### config.mk
export PLATFORM = sky130hd
export DESIGN_NAME = k_alu_mc
export DESIGN_NICKNAME = d
export VERILOG_FILES = /design/src/rtl/k_alu_pkg.sv /design/src/rtl/k_alu_iter.sv /design/src/rtl/k_alu_mc.sv
export SDC_FILE = /design/constraint.sdc
export NUM_CORES = 1
export LEC_CHECK = 0
export CORE_MARGIN = 1
export CORE_UTILIZATION = 42
export DETAILED_ROUTE_END_ITERATION = 7
export PLACE_DENSITY = 0.72
export SYNTH_ARGS = -nofsm -noshare
export SYNTH_HDL_FRONTEND = slang
export SYNTH_SLANG_ARGS = --single-unit
export TNS_END_PERCENT = 1
### constraint.sdc
create_clock -name clk -period 3.03 [get_ports clk]
set_input_delay 0.606 -clock clk [delete_from_list [all_inputs] [get_ports clk]]
set_output_delay 0.606 -clock clk [all_outputs]
set_load 0.02 [all_outputs]
### src/rtl/k_alu_pkg.sv
// Shared constants for the multi-cycle K_ALU: opcodes, flag bit positions
// and the FSM state encoding.
package k_alu_pkg;

  localparam logic [3:0] OP_ADD  = 4'd0;
  localparam logic [3:0] OP_SUB  = 4'd1;
  localparam logic [3:0] OP_AND  = 4'd2;
  localparam logic [3:0] OP_OR   = 4'd3;
  localparam logic [3:0] OP_XOR  = 4'd4;
  localparam logic [3:0] OP_NOR  = 4'd5;
  localparam logic [3:0] OP_SLL  = 4'd6;
  localparam logic [3:0] OP_SRL  = 4'd7;
  localparam logic [3:0] OP_SRA  = 4'd8;
  localparam logic [3:0] OP_SLT  = 4'd9;
  localparam logic [3:0] OP_SLTU = 4'd10;
  localparam logic [3:0] OP_MUL  = 4'd11;
  localparam logic [3:0] OP_DIV  = 4'd12;
  localparam logic [3:0] OP_PASS = 4'd13;

  localparam int F_Z = 3;
  localparam int F_N = 2;
  localparam int F_C = 1;
  localparam int F_V = 0;

  localparam logic [1:0] ST_IDLE = 2'd0;
  localparam logic [1:0] ST_ITER = 2'd1;
  localparam logic [1:0] ST_DONE = 2'd2;

endpackage

### src/rtl/k_alu_iter.sv
// Shared iterative datapath: WIDTH-step shift-add multiplier and restoring
// divider. lo/hi present the result of the step taken on the next edge.
module k_alu_iter
  import k_alu_pkg::*;
#(
  parameter int WIDTH = 8
) (
  input  logic             clk,
  input  logic             rst_n,
  input  logic             start,
  input  logic             is_div,
  input  logic [WIDTH-1:0] a,
  input  logic [WIDTH-1:0] b,
  output logic             done,
  output logic [WIDTH-1:0] lo,
  output logic [WIDTH-1:0] hi
);

  localparam int CW = $clog2(WIDTH);

  logic [WIDTH-1:0] acc_q;
  logic [WIDTH-1:0] quo_q;
  logic [WIDTH-1:0] opnd_q;
  logic [CW-1:0]    cnt_q;
  logic             run_q;
  logic             div_q;
  logic [WIDTH:0]   sum;
  logic [WIDTH:0]   shifted;

  // acc holds the running high half / partial remainder; quo holds the
  // multiplier bits still to consume / the dividend shifting into quotient.
  always_comb begin
    sum     = '0;
    shifted = '0;
    lo      = quo_q;
    hi      = acc_q;
    if (div_q) begin
      shifted = {acc_q, quo_q[WIDTH-1]};
      if (shifted >= {1'b0, opnd_q}) begin
        hi = shifted[WIDTH-1:0] - opnd_q;
        lo = {quo_q[WIDTH-2:0], 1'b1};
      end else begin
        hi = shifted[WIDTH-1:0];
        lo = {quo_q[WIDTH-2:0], 1'b0};
      end
    end else begin
      sum = {1'b0, acc_q} + (quo_q[0] ? {1'b0, opnd_q} : '0);
      hi  = sum[WIDTH:1];
      lo  = {sum[0], quo_q[WIDTH-1:1]};
    end
  end

  assign done = run_q && (cnt_q == CW'(WIDTH - 1));

  always_ff @(posedge clk) begin
    if (!rst_n) begin
      acc_q  <= '0;
      quo_q  <= '0;
      opnd_q <= '0;
      cnt_q  <= '0;
      run_q  <= 1'b0;
      div_q  <= 1'b0;
    end else if (start) begin
      acc_q  <= '0;
      quo_q  <= a;
      opnd_q <= b;
      cnt_q  <= '0;
      run_q  <= 1'b1;
      div_q  <= is_div;
    end else if (run_q) begin
      acc_q <= hi;
      quo_q <= lo;
      cnt_q <= cnt_q + CW'(1);
      if (done) run_q <= 1'b0;
    end
  end

endmodule

### src/rtl/k_alu_mc.sv
// Multi-cycle WIDTH-bit ALU with valid/ready handshakes. Single-cycle ops
// register their result on the accept edge; MUL/DIV go through k_alu_iter.
module k_alu_mc
  import k_alu_pkg::*;
#(
  parameter int WIDTH = 8
) (
  input  logic             clk,
  input  logic             rst_n,
  input  logic             in_valid,
  output logic             in_ready,
  input  logic [WIDTH-1:0] a,
  input  logic [WIDTH-1:0] b,
  input  logic [3:0]       sel,
  output logic             out_valid,
  input  logic             out_ready,
  output logic [WIDTH-1:0] res,
  output logic [WIDTH-1:0] res_hi,
  output logic [3:0]       flags,
  output logic             busy
);

  localparam int SHW = $clog2(WIDTH);

  logic [1:0]       state_q;
  logic [WIDTH-1:0] res_q;
  logic [WIDTH-1:0] res_hi_q;
  logic [3:0]       flags_q;
  logic             iter_div_q;

  logic             accept;
  logic             go_iter;
  logic             iter_done;
  logic [WIDTH-1:0] iter_lo;
  logic [WIDTH-1:0] iter_hi;

  logic [SHW-1:0]   shamt;
  logic [WIDTH:0]   sum;
  logic [WIDTH:0]   diff;
  logic [WIDTH-1:0] sc_res;
  logic [WIDTH-1:0] sc_hi;
  logic             sc_c;
  logic             sc_v;
  logic [3:0]       sc_flags;
  logic [3:0]       iter_flags;

  assign in_ready  = (state_q == ST_IDLE) || ((state_q == ST_DONE) && out_ready);
  assign accept    = in_valid && in_ready;
  assign go_iter   = (sel == OP_MUL) || ((sel == OP_DIV) && (b != '0));
  assign out_valid = (state_q == ST_DONE);
  assign busy      = (state_q == ST_ITER);
  assign res       = res_q;
  assign res_hi    = res_hi_q;
  assign flags     = flags_q;

  assign shamt = b[SHW-1:0];
  assign sum   = {1'b0, a} + {1'b0, b};
  assign diff  = {1'b0, a} - {1'b0, b};

  always_comb begin
    sc_res = a;
    sc_hi  = '0;
    sc_c   = 1'b0;
    sc_v   = 1'b0;
    case (sel)
      OP_ADD: begin
        sc_res = sum[WIDTH-1:0];
        sc_c   = sum[WIDTH];
        sc_v   = (a[WIDTH-1] == b[WIDTH-1]) && (sum[WIDTH-1] != a[WIDTH-1]);
      end
      OP_SUB: begin
        sc_res = diff[WIDTH-1:0];
        sc_c   = ~diff[WIDTH];
        sc_v   = (a[WIDTH-1] != b[WIDTH-1]) && (diff[WIDTH-1] != a[WIDTH-1]);
      end
      OP_AND:  sc_res = a & b;
      OP_OR:   sc_res = a | b;
      OP_XOR:  sc_res = a ^ b;
      OP_NOR:  sc_res = ~(a | b);
      OP_SLL:  sc_res = a << shamt;
      OP_SRL:  sc_res = a >> shamt;
      OP_SRA:  sc_res = $signed(a) >>> shamt;
      OP_SLT:  sc_res = {{(WIDTH-1){1'b0}}, ($signed(a) < $signed(b))};
      OP_SLTU: sc_res = {{(WIDTH-1){1'b0}}, (a < b)};
      // Only reached as a single-cycle op when the divisor is zero.
      OP_DIV: begin
        sc_res = '1;
        sc_hi  = a;
        sc_v   = 1'b1;
      end
      default: sc_res = a;
    endcase
  end

  always_comb begin
    sc_flags         = '0;
    sc_flags[F_Z]    = (sc_res == '0);
    sc_flags[F_N]    = sc_res[WIDTH-1];
    sc_flags[F_C]    = sc_c;
    sc_flags[F_V]    = sc_v;
    iter_flags       = '0;
    iter_flags[F_Z]  = (iter_lo == '0);
    iter_flags[F_N]  = iter_lo[WIDTH-1];
    iter_flags[F_C]  = !iter_div_q && (iter_hi != '0);
    iter_flags[F_V]  = !iter_div_q && (iter_hi != '0);
  end

  k_alu_iter #(.WIDTH(WIDTH)) u_iter (
    .clk    (clk),
    .rst_n  (rst_n),
    .start  (accept && go_iter),
    .is_div (sel == OP_DIV),
    .a      (a),
    .b      (b),
    .done   (iter_done),
    .lo     (iter_lo),
    .hi     (iter_hi)
  );

  always_ff @(posedge clk) begin
    if (!rst_n) begin
      state_q    <= ST_IDLE;
      res_q      <= '0;
      res_hi_q   <= '0;
      flags_q    <= '0;
      iter_div_q <= 1'b0;
    end else if (accept) begin
      if (go_iter) begin
        state_q    <= ST_ITER;
        iter_div_q <= (sel == OP_DIV);
      end else begin
        state_q  <= ST_DONE;
        res_q    <= sc_res;
        res_hi_q <= sc_hi;
        flags_q  <= sc_flags;
      end
    end else if ((state_q == ST_ITER) && iter_done) begin
      state_q  <= ST_DONE;
      res_q    <= iter_lo;
      res_hi_q <= iter_hi;
      flags_q  <= iter_flags;
    end else if ((state_q == ST_DONE) && out_ready) begin
      state_q <= ST_IDLE;
    end
  end

endmodule
==> out/metrics.yaml <==
timing:
  worst-slew-pin-transition_ns: 0.6154
  finalMaxSlewViolations: 0
  max_freq_mhz: 337.1
  fin_hold_ws_ns: 0.4847
  min_period_ns: 2.967
  setup_viol: 0
  maxSlewHeadroom_pct: 58.66
  fin_tns_setup_ns: 0
  skew_ns: 0.006007
  grt_setup_unrepaired: "true"
  finalCritPeriodShare_pct: 97.91
  hold_violations: 0
detailed_routing:
  drc: 0
  drt-initial-drc-count: 685
  finalWirelength_mm: 19.84
  wire_per_inst_um: 18.93
  firstDrtPassIters: 6
  via_per_inst: 5.986
  dr_total_vias: 6273
  ant_nets: 0
place:
  hpwl_mm: 15.11
  io_buffer_count: 46
  gp_congestion: 1.032
die:
  core_area_sq_mm: 0.01221
  die_width_um: 114.7
  dieArea_sq_mm: 0.01315
  initial_core_util_pct: 43.67
  boundaryPins: 47
  row_count: 40
  die_h_um: 114.7
run:
  maxCapViolations: 0
critical_path:
  critPathKind: "reg2reg"
  worstReg2RegStart: "u_iter.acc_q[4]"
  start_kind: "flop"
  end_kind: "flop"
  crit_fanout: 4
  crit_start: "u_iter.acc_q[4]"
  r2r_end: "flags[1]"
  critPathSlowestCell: "dfxtp_1"
  r2r_cells: 11
  critical_path_arrival_ns: 3.15
  crit_end: "flags[1]"
  required_ns: 3.22
  cp_slowest_stage_delay_ns: 0.45
  crit_chain: "ha_1 -> and3_1 -> a221oi_2 -> a21boi_4 -> buf_4 -> mux2i_1 -> a21oi_1 -> or3_1 -> o41ai_2 -> buf_4 -> a21oi_1"
  r2r_setup_slack_ns: 0.06
logic_synthesis:
  syn_area_per_cell_sq_um: 7.575
  netlist_area_sq_mm: 0.005333
  synth_edf_count: 0
  yosysTopAreaCell: "dfxtp_1"
  synth_nets: 776
  synth_top_cells_by_area: "dfxtp_1 19%, ha_1 10%, mux2i_1 6.8%"
  ys_seq_area_share_pct: 18.77
  yosys_register_bits: 50
  synth_top_area_share_pct: 18.77
  synth_cell_types: 73
  syn_inst: 704
  async_reset_ff_share_pct: 0
  ys.warnings.count: 0
  synthFlopType: "dfxtp_1"
clocking:
  cts-root-buf: "clkbuf_16"
  htree_levels: 2
  ctsHoldBuffers: 0
  clock_sinks: 50
  insertion_delay_ns: 0.30
  numCtsBuffers: 5
  tritoncts: "built"
  clkTransAtPathRegs_ns: 0.07
  cts_buffer_depth: 2
global_routing:
  antenna_found_initial: 0
  track_usage_pct: 30.36
  grt_overflow: 0
  grt_max_degree: 32
  first_global_vias: 6026
  grt_first_pass_wirelength_mm: 31.04
final_layout:
  synthToLayoutAreaGrowth_pct: 40.66
  layout_common_cells: "169 x buf_4, 89 x nor2_1, 48 x dfxtp_1"
  nets: 951
  drive_gt1_share_pct: 28.07
  fillers: 1070
  layout_commonest_cell: "buf_4"
  antenna_cells: 0
pwr:
  cellPowerDensity_mw_per_mm2: 324.9
  p_leak_nw: 3.212
  ir_drop_uv: 285.6
outcome:
  status: "finished clean"
hold_path:
  hp-class: "reg2reg"
==> repair_timing <==
item / CTS / global route
pin swaps: 0 / 18
setup buffers: 0 / 8
resized for setup: 14 / 46
setup endpoints to repair: 7 / 8
==> flip-flops by register name (all words and copies together) (netlist names), 2 cells and up <==
name	flops
flags	4
res	7
res_hi	8
u_iter.opnd_q	8
u_iter.cnt_q	3
u_iter.acc_q	8
state_q	2
u_iter.quo_q	8
==> layer usage <==
| metal | vias up | track usage [%] | part of all wire [%] |
|---|---|---|---|
| li1 | 2927 | - | - |
| met1 | 2984 | 40.04 | 43 |
| met2 | 299 | 48.97 | 45 |
| met3 | 63 | 5.188 | 7.7 |
| met4 | 0 | 12.55 | 3.9 |
| met5 | - | 0 | 0 |
==> cells in the mapped netlist (all sizes together) (14+ instances only) <==
cell and instances:
nor2 89, dfxtp 50, a21oi 46, o21ai 45
ha 44, inv 41, mux2i 36, clkbuf 34
nand2 31, nor3 28, a211oi 27, buf 17
nand3 17, a31oi 15, nor2b 14
==> stage by stage <==
step                      utilization (%)  instances  cell area (sq um)  setup slack, ns  power (mW)
after floorplan                         -        704               5335          0.09532       1.261
after global placement              57.58       1032               7032          -0.4923       1.683
after detailed placement            57.58       1032               7032          -0.5690       1.702
after CTS                           59.29       1040               7241        -0.004143       2.367
after global routing                61.42       1048               7501          -0.1010       2.544
final                               61.42       1048               7501          0.06319       2.437
==> power by group <==
group	switching [mW]	internal, mW	leakage, nW
Clock	0.266	0.396	0.0848
Sequential	0.0311	0.697	0.409
Combinational	0.556	0.492	2.72
==> kinds of logic after synthesis <==
kind of cell	synth area share, %
buf+inv	7.226
flops	18.77
mux	10.56
fa+ha+maj	11.83
xor+xnor	2.464
simple gates	21.91
compound gates	27.24
==> worst min-delay path by stage <==
stage	startpoint	to	cells past startpoint
3_5_place_dp	flags[2]	flags[2]	2
3_3_place_gp	flags[2]	flags[2]	2
2_1_floorplan	u_iter.cnt_q[1]	u_iter.cnt_q[1]	2
6_report	flags[2]	flags[2]	2
4_1_cts	flags[2]	flags[2]	2
5_1_grt	flags[2]	flags[2]	2
==> area by class of cell <==
class | instances | area, sq um | share of cell area, %
multi-input combinational | 561 | 4169 | 55.58
timing repair buffer | 219 | 1784 | 23.79
sequential | 50 | 1006 | 13.41
tap | 168 | 210.2 | 2.802
inverter | 42 | 158.9 | 2.118
clock buffer | 5 | 125.1 | 1.668
clock inverter | 3 | 47.55 | 0.6339
==> critical path, delay by kind of cell (launching register included) <==
family / cells / cell delay [ns]
flops: 1 / 0.45
buf+inv: 2 / 0.34
simple gates: 2 / 0.61
compound gates: 5 / 0.92
mux: 1 / 0.25
fa+ha+maj: 1 / 0.30
Power figures use the tool's default switching activity.
